**src/rtl/rr_mux_arbiter_if.sv**
```systemverilog
// Request/grant bundle between the requesters and the round-robin mux arbiter.
// master = arbiter side (drives gnt/sel/busy), slave = requester/mux side.
interface rr_mux_arbiter_if #(
    parameter int N     = 4,
    parameter int SEL_W = 2
);
    logic [N-1:0]     req;
    logic [N-1:0]     gnt;
    logic [SEL_W-1:0] sel;
    logic             busy;

    modport master (input req, output gnt, output sel, output busy);
    modport slave  (output req, input gnt, input sel, input busy);
endinterface

```
**src/rtl/rr_mux_arbiter.sv**
```systemverilog
// Round-robin arbiter driving an N:1 mux select; grant is held while the owner requests.
// Define ARB_TIMEOUT_EN to revoke a grant held MAX_HOLD cycles when others are waiting.
module rr_mux_arbiter #(
    parameter int N        = 4,
    parameter int SEL_W    = 2,
    parameter int MAX_HOLD = 8
) (
    input  logic                clk,
    input  logic                rst,
    rr_mux_arbiter_if.master    bus
);
    typedef enum logic {IDLE, GRANT} state_t;

    state_t           state_q, state_d;
    logic [N-1:0]     gnt_q, gnt_d;
    logic [SEL_W-1:0] sel_q, sel_d;
    logic [SEL_W-1:0] ptr_q, ptr_d;
    logic             busy_q, busy_d;

    logic [N-1:0]     owner_oh;
    logic [N-1:0]     cand;
    logic             owner_req;
    logic             revoke;
    logic             rearb;
    logic             win_vld;
    logic [SEL_W-1:0] win;
    logic [SEL_W:0]   idx;

`ifdef ARB_TIMEOUT_EN
    localparam int HW = $clog2(MAX_HOLD);
    logic [HW-1:0] hold_q, hold_d;
    logic          hold_sat;
    assign hold_sat = (hold_q == HW'(MAX_HOLD - 1));
`endif

    // State and all outputs are registered; reset clears them asynchronously.
    always_ff @(posedge clk or posedge rst) begin
        if (rst) begin
            state_q <= IDLE;
            gnt_q   <= '0;
            sel_q   <= '0;
            ptr_q   <= SEL_W'(N - 1);
            busy_q  <= 1'b0;
`ifdef ARB_TIMEOUT_EN
            hold_q  <= '0;
`endif
        end else begin
            state_q <= state_d;
            gnt_q   <= gnt_d;
            sel_q   <= sel_d;
            ptr_q   <= ptr_d;
            busy_q  <= busy_d;
`ifdef ARB_TIMEOUT_EN
            hold_q  <= hold_d;
`endif
        end
    end

    // Arbitration point: idle, owner released, or owner revoked.
    always_comb begin
        owner_oh        = '0;
        owner_oh[sel_q] = 1'b1;
        owner_req       = (state_q == GRANT) && bus.req[sel_q];
`ifdef ARB_TIMEOUT_EN
        revoke = owner_req && hold_sat && (|(bus.req & ~owner_oh));
`else
        revoke = 1'b0;
`endif
        rearb = !owner_req || revoke;
        cand  = (state_q == GRANT) ? (bus.req & ~owner_oh) : bus.req;

        // Search upward from ptr+1 with wrap; owner sits last so it is never re-picked.
        win_vld = 1'b0;
        win     = '0;
        idx     = '0;
        for (int i = 1; i <= N; i++) begin
            idx = {1'b0, ptr_q} + (SEL_W+1)'(i);
            if (idx >= (SEL_W+1)'(N)) idx = idx - (SEL_W+1)'(N);
            if (!win_vld && cand[idx[SEL_W-1:0]]) begin
                win_vld = 1'b1;
                win     = idx[SEL_W-1:0];
            end
        end

        state_d = state_q;
        if (rearb) state_d = win_vld ? GRANT : IDLE;
    end

    always_comb begin
        gnt_d  = gnt_q;
        sel_d  = sel_q;
        ptr_d  = ptr_q;
        busy_d = busy_q;
`ifdef ARB_TIMEOUT_EN
        hold_d = hold_q;
`endif
        if (rearb && win_vld) begin
            gnt_d      = '0;
            gnt_d[win] = 1'b1;
            sel_d      = win;
            ptr_d      = win;
            busy_d     = 1'b1;
`ifdef ARB_TIMEOUT_EN
            hold_d     = '0;
`endif
        end else if (rearb) begin
            gnt_d  = '0;
            busy_d = 1'b0;
`ifdef ARB_TIMEOUT_EN
            hold_d = '0;
`endif
        end else begin
`ifdef ARB_TIMEOUT_EN
            if (!hold_sat) hold_d = hold_q + HW'(1);
`endif
        end
    end

    assign bus.gnt  = gnt_q;
    assign bus.sel  = sel_q;
    assign bus.busy = busy_q;
endmodule

```
**src/flat_wrapper.sv**
```systemverilog
// flat-port wrapper written by rule: the top's interface ports become plain ports
module rr_mux_arbiter_flat 
#(
    parameter int N        = 4,
    parameter int SEL_W    = 2,
    parameter int MAX_HOLD = 8
)
  (clk, rst, bus_req, bus_gnt, bus_sel, bus_busy);
  rr_mux_arbiter_if #(.N(N), .SEL_W(SEL_W)) bus_i ();
  input  logic clk;
  input  logic rst;
  input wire logic [$bits(bus_i.req)-1:0] bus_req;
  output wire logic [$bits(bus_i.gnt)-1:0] bus_gnt;
  output wire logic [$bits(bus_i.sel)-1:0] bus_sel;
  output wire logic [$bits(bus_i.busy)-1:0] bus_busy;
  assign bus_i.req = bus_req;
  assign bus_gnt = bus_i.gnt;
  assign bus_sel = bus_i.sel;
  assign bus_busy = bus_i.busy;
  rr_mux_arbiter #(.N(N), .SEL_W(SEL_W), .MAX_HOLD(MAX_HOLD)) u_core (.clk(clk), .rst(rst), .bus(bus_i));
endmodule
```
**config.mk**
```make
export PLATFORM = sky130hd
export DESIGN_NAME = rr_mux_arbiter_flat
export DESIGN_NICKNAME = d
export VERILOG_FILES = /design/src/rtl/rr_mux_arbiter_if.sv /design/src/rtl/rr_mux_arbiter.sv /design/src/flat_wrapper.sv
export SDC_FILE = /design/constraint.sdc
export NUM_CORES = 1
export LEC_CHECK = 0
export CAP_MARGIN = 20
export CORE_MARGIN = 3
export CORE_UTILIZATION = 35
export DETAILED_ROUTE_END_ITERATION = 8
export GPL_TIMING_DRIVEN = 1
export MAX_ROUTING_LAYER = met4
export PLACE_DENSITY = 0.57
export SETUP_SLACK_MARGIN = 0.05
export SLEW_MARGIN = 0
export SYNTH_ARGS = -nofsm -noshare
export SYNTH_HDL_FRONTEND = slang
export SYNTH_SLANG_ARGS = --single-unit
```
**constraint.sdc**
```tcl
create_clock -name clk -period 1.78 [get_ports clk]
set_input_delay 0.178 -clock clk [delete_from_list [all_inputs] [get_ports clk]]
set_output_delay 0.178 -clock clk [all_outputs]
set_load 0.01 [all_outputs]
```
## Word level (Yosys, flattened, before mapping)

Cells that the tools add are included.

| storage, ports and cells | value |
|---|---|
| register bits | 10 |
| ROM bits | 0 |
| output and inout port bits | 7 |
| input bits | 6 |
| logic and storage cells | 71 |
| memories kept | 0 |
| latch bits | 0 |
| RAM bits | 0 |

| operators by class | value |
|---|---|
| equality and inequality tests | 1 |
| mux-type cells | 32 |
| add/subtract/negate cells | 8 |
| shift operators | 0 |
| bitwise gates (word level) | 2 |
| div/mod/pow operators | 0 |
| reduce and logical (&&, ||, !) cells | 11 |
| magnitude comparators | 12 |
| multiply operators | 0 |

Operators with widths:

| cell | number |
|---|---|
| 2-bit by 3-bit less-than comparator with 1-bit output (second input constant) | 6 |
| 2-bit 2-to-1 mux | 8 |
| 1-bit 2-to-1 mux | 14 |
| 3-bit >= comparator (second input constant) | 4 |
| 4-bit 2-to-1 mux | 3 |
| 1-bit binary-select mux with 2-bit select | 5 |
| 2-bit by 1-bit subtractor with 2-bit output (second input constant) | 4 |
| 1-bit logical AND | 7 |
| 2-bit by 2-bit adder with 3-bit output (second input constant) | 2 |
| 4-bit AND | 1 |
| 1-bit demux with 2-bit select | 2 |
| 2-bit by 1-bit >= comparator with 1-bit output (second input constant) | 2 |
| 1-bit zero test | 4 |
| 4-bit NOT | 1 |
| 2-bit by 1-bit adder with 3-bit output (second input constant) | 1 |
| 2-bit by 3-bit adder with 3-bit output (second input constant) | 1 |
| 2-bit != test (second input constant) | 1 |

## Logic depth before layout (Yosys ltp)

| depth | value |
|---|---|
| depth in word-level cells | 24 |
| depth in mapped cells | 6 |
| mapped depth without buffers | 5 |

## Least setup slack after synthesis

OpenSTA, ideal clock, no wires.

| timing path | value |
|---|---|
| kind | reg-to-reg |
| start | register u_core.sel_q[0] (netlist: u_core.bus.sel[0]) |
| end | register u_core.sel_q[0] (netlist: u_core.bus.sel[0]) |
| clock period less this slack | 1.623 ns |
| cell stages (with the launch flop) | 6 |
| library setup time | 0.125 ns |
| required time | 1.655 ns |
| arrival time | 1.498 ns |
| slack | 0.157 ns |
| path buffers | 1 |
| cells stage by stage | dfrtp_1 -> buf_4 -> nand2b_1 -> o22ai_2 -> o21bai_2 -> mux2_4 |

| on the way | value |
|---|---|
| longest elaborated chain between the ends | 20 |
| elaborated cells on any way between the ends | 35 |
| those cells by class | order compare: 2; mux: 21; bitwise: 2; reduce/logical: 10 |

RTL lines:

| item | line | text |
|---|---|---|
| start: declaration | rr_mux_arbiter.sv:16 | `logic [SEL_W-1:0] sel_q, sel_d;` |
| start signal: assignment | rr_mux_arbiter.sv:50 | `sel_q <= sel_d;` |
| 2-bit by 3-bit less-than comparator with 1-bit output (not written as such) or 2-bit by 1-bit >= comparator with 1-bit output (tied branches) | rr_mux_arbiter.sv:62 | `owner_oh[sel_q] = 1'b1;` |
| 1-bit logical AND (not written as such) | rr_mux_arbiter.sv:62 |  |
| 1-bit 2-to-1 mux (not written as such) | rr_mux_arbiter.sv:62 |  |
| 1-bit demux with 2-bit select | n/a |  |
| 4-bit NOT | rr_mux_arbiter.sv:70 | `cand = (state_q == GRANT) ? (bus.req & ~owner_oh) : bus.req;` |
| 4-bit AND | rr_mux_arbiter.sv:70 |  |
| 4-bit 2-to-1 mux | rr_mux_arbiter.sv:70 |  |
| 1-bit binary-select mux with 2-bit select | rr_mux_arbiter.sv:79 | `if (!win_vld && cand[idx[SEL_W-1:0]]) begin` |
| (+4 left out) | n/a |  |
| 1-bit 2-to-1 mux | rr_mux_arbiter.sv:79 |  |
| 1-bit zero test | rr_mux_arbiter.sv:79 |  |
| 1-bit logical AND | rr_mux_arbiter.sv:79 |  |
| 1-bit 2-to-1 mux | rr_mux_arbiter.sv:79 |  |
| 1-bit zero test | rr_mux_arbiter.sv:79 |  |
| 1-bit logical AND | rr_mux_arbiter.sv:79 |  |
| 1-bit 2-to-1 mux | rr_mux_arbiter.sv:79 |  |
| 1-bit logical AND | rr_mux_arbiter.sv:97 | `if (rearb && win_vld) begin` |

Several ways; a longest one is shown, not always the timed one. The select of a mux whose other input is x is not followed.
A chain may end at the register's enable or synchronous reset.

## Final worst setup path

Same ends and word-level chain as after synthesis.

==> results.yml <==
outcome:
  outcome: "finished, final reports clean"
clocking:
  postCtsSetupBuffers: 0
  cts_sinks: 10
  cts_tree: "done"
  cts_buffers: 3
  cts_buffer_depth: 2
  clk_pin_slew_worst_paths_ns: 0.07
  insertion_delay_ns: 0.27
  cts_root_buffer: "clkbuf_4"
  htree_levels: 1
pwr:
  p_per_area_mw_per_mm2: 1840
  net-switching-power_w: 0.000640
  seq_power_share_pct: 30.1
  ir_drop_uv: 1080
  p_int_w: 0.000938
  power_frac_comb_pct: 57.1
  clockPowerShare_pct: 12.8
  sw_frac_of_total_pct: 40.5
  cellLeakagePower_nw: 0.376
placement:
  place.gp.congestion: 0.820
  dp_slack_ns: -0.00651
  placement.io_buffers: 12
  hpwl_um: 1100
route:
  first_iter_violations: 8
  firstDrtPassIters: 4
  post_drt_wl_per_cell_um: 12.8
  post_drt_via_cell_ratio: 5.06
  wl_um: 1390
  postRouteAntennaNets: 0
  dr_total_vias: 551
  post-route-drc-count: 0
timing:
  fin_skew_ns: 0.00838
  setup_viol: 0
  slew_viol_final: 0
  timing.fmax_ghz: 0.622
  post-route-min-period_ns: 1.61
  relSlewSlack_pct: 76.2
  hold_viol_final: 0
  tns_ns: 0
  worstMarginPinSlew_ns: 0.356
  timing.final.ws_setup_ns: 0.173
  period_share_pct: 90.3
  rsz0062_at_grt: "false"
layout:
  register_area_um2: 254
  diodes: 0
  areaGrowthSynthToFinish_pct: 29.4
  multi_input_area_um2: 369
  fillers: 179
  mostFrequentLayoutCells: "clkdlybuf4s50_1, nand2_1, dfrtp_1"
  layout.nets: 91
  layout_commonest_cell: "clkdlybuf4s50_1"
  drive_gt1_share_pct: 23.8
synthesis:
  synth_simple_gate_area_share_pct: 18.8
  yosysSeqAreaShare_pct: 38.0
  yosysTopAreaCellShare_pct: 30.1
  synth-seq-cells: 10
  synth_fa_ha_area_share_pct: 0
  synth_cells: 67
  netlist_area_um2: 664
  synth_cell_types: 32
  synth-compound-area-share_pct: 28.4
  synth_largest_area_cell: "dfrtp_1"
  synth_xor_area_share_pct: 0
  synth_top_family_by_area: "compound AO/OA/AOI/OAI gates"
  syn_area_per_cell_um2: 9.92
  syn_nets: 73
  synth.top_cells.by_area: "dfrtp_1, dfstp_2, mux2i_1"
  muxShareOfSynthArea_pct: 8.29
  yosys_warnings: 0
worst_setup_path:
  r2r_setup_slack_ns: 0.17
  critPathKind: "flip-flop to flip-flop"
  cp-start-kind: "flip-flop"
  critPathArrivalTime_ns: 1.76
  critPathMaxFanout: 9
  critical_path_required_ns: 1.94
  endpoint_kind: "flip-flop"
die:
  core_region_area_mm2: 0.00176
  ios: 13
  die-area_mm2: 0.00246
  fp.dieH_um: 49.6
  row_count: 15
  start_util_pct: 37.7
  fp.dieW_um: 49.6
global_routing:
  grt_pass1_wl_um: 2440
  overflow: 0
  antenna_found_initial: 0
  track_usage_pct: 13.3
  grt_max_degree: 13
  grt_pass1_vias: 545
worst_hold_path:
  holdCritPathClass: "input pin to asynchronous set/reset pin"
flow_run:
  cap_violations: 0
## logic make-up (layout without fill, tap and decap cells)
kind of cell / count (synthesis) / count (layout)
AOI/OAI and AO/OA: 21 / 21
and+or+nand+nor: 23 / 23
DFF: 10 / 10
muxes: 5 / 5
buffers and inverters: 8 / 25
## repair_timing
item,4_1_cts,5_1_grt
setup endpoints to repair,0,5
hold buffers,0,0
resized for setup,0,1
## critical path: stages, from the launching register on
cell and delay (ns):
dfrtp_1 0.54, nand3_1 0.22, nand3_1 0.14, a32o_1 0.21
o31ai_2 0.11, mux2_4 0.28
## area by class of cell
| type | count | share of cell area, % |
|---|---|---|
| Timing Repair Buffer | 16 | 17.5 |
| Tap cell | 25 | 3.64 |
| Multi-Input combinational cell | 49 | 42.9 |
| Sequential cell | 10 | 29.5 |
| Clock buffer | 4 | 4.22 |
| Inverter | 5 | 2.18 |
## stage by stage
step	cells	hold WS, ns	total power (W)	cell area, um2	util [%]
floorplan	67	0.0167	0.00111	664	-
global placement	105	0.474	0.00137	822	46.6
detailed placement	105	0.469	0.00138	822	46.6
CTS	109	0.179	0.00159	858	48.7
global route	109	0.202	0.00171	860	48.7
finish	109	0.167	0.00158	860	48.7
## metal layers
layer	vias to the layer above	global-route usage [%]	share of wire [%]
li1	276	-	-
met1	265	16.7	49
met2	10	20.7	47
met3	0	5.44	3.5
met4	0	1.38	0
met5	-	-	0
## final timing paths
kind | startpoint | endpoint | cells after the start
max | u_core.bus.sel[0]$_DFFE_PP0P_ | u_core.bus.sel[0]$_DFFE_PP0P_ | 5
min | rst | u_core.bus.sel[0]$_DFFE_PP0P_ | 2
max reg2reg | u_core.bus.sel[0]$_DFFE_PP0P_ | u_core.bus.sel[0]$_DFFE_PP0P_ | 5
min reg2reg | u_core.bus.gnt[0]$_DFFE_PP0P_ | u_core.bus.gnt[0]$_DFFE_PP0P_ | 2
max in group asynchronous | rst | u_core.ptr_q[1]$_DFFE_PP1P_ | 2
min in group clk | u_core.bus.gnt[0]$_DFFE_PP0P_ | u_core.bus.gnt[0]$_DFFE_PP0P_ | 2
## synthesized netlist by cell type
master / count
nand2_1: 9
dfrtp_1: 8
inv_1: 5
nor2_1: 5
o21ai_1: 5
mux2i_1: 4
nand3_1: 3
a21oi_1: 2
dfstp_2: 2
nor2b_1: 2
a211o_1: 1
a211oi_2: 1
a21bo_2: 1
a21boi_1: 1
a31oi_1: 1
a31oi_4: 1
a32o_1: 1
a41oi_2: 1
and4bb_1: 1
buf_4: 1
buf_6: 1
clkbuf_2: 1
mux2_4: 1
nand2b_1: 1
nand3b_4: 1
o211ai_1: 1
o21bai_2: 1
o22a_1: 1
o22ai_2: 1
o31a_1: 1
o31ai_2: 1
or3_1: 1
## power groups by stage
| stage | Sequential, W | Combinational (W) | Clock, W |
|---|---|---|---|
| 3_5_place_dp | 0.000477 | 0.000907 | 0 |
| 6_report | 0.000475 | 0.000900 | 0.000202 |
| 2_1_floorplan | 0.000440 | 0.000672 | 0 |
| 4_1_cts | 0.000473 | 0.000909 | 0.000209 |
| 3_3_place_gp | 0.000476 | 0.000898 | 0 |
| 5_1_grt | 0.000492 | 0.000995 | 0.000223 |
## flip-flops by register name (all words and copies together) (netlist names)
register / cells
u_core.bus.busy: 1
u_core.bus.gnt: 4
u_core.bus.sel: 2
u_core.ptr_q: 2
u_core.state_q: 1
Power figures use the tool's default switching activity.
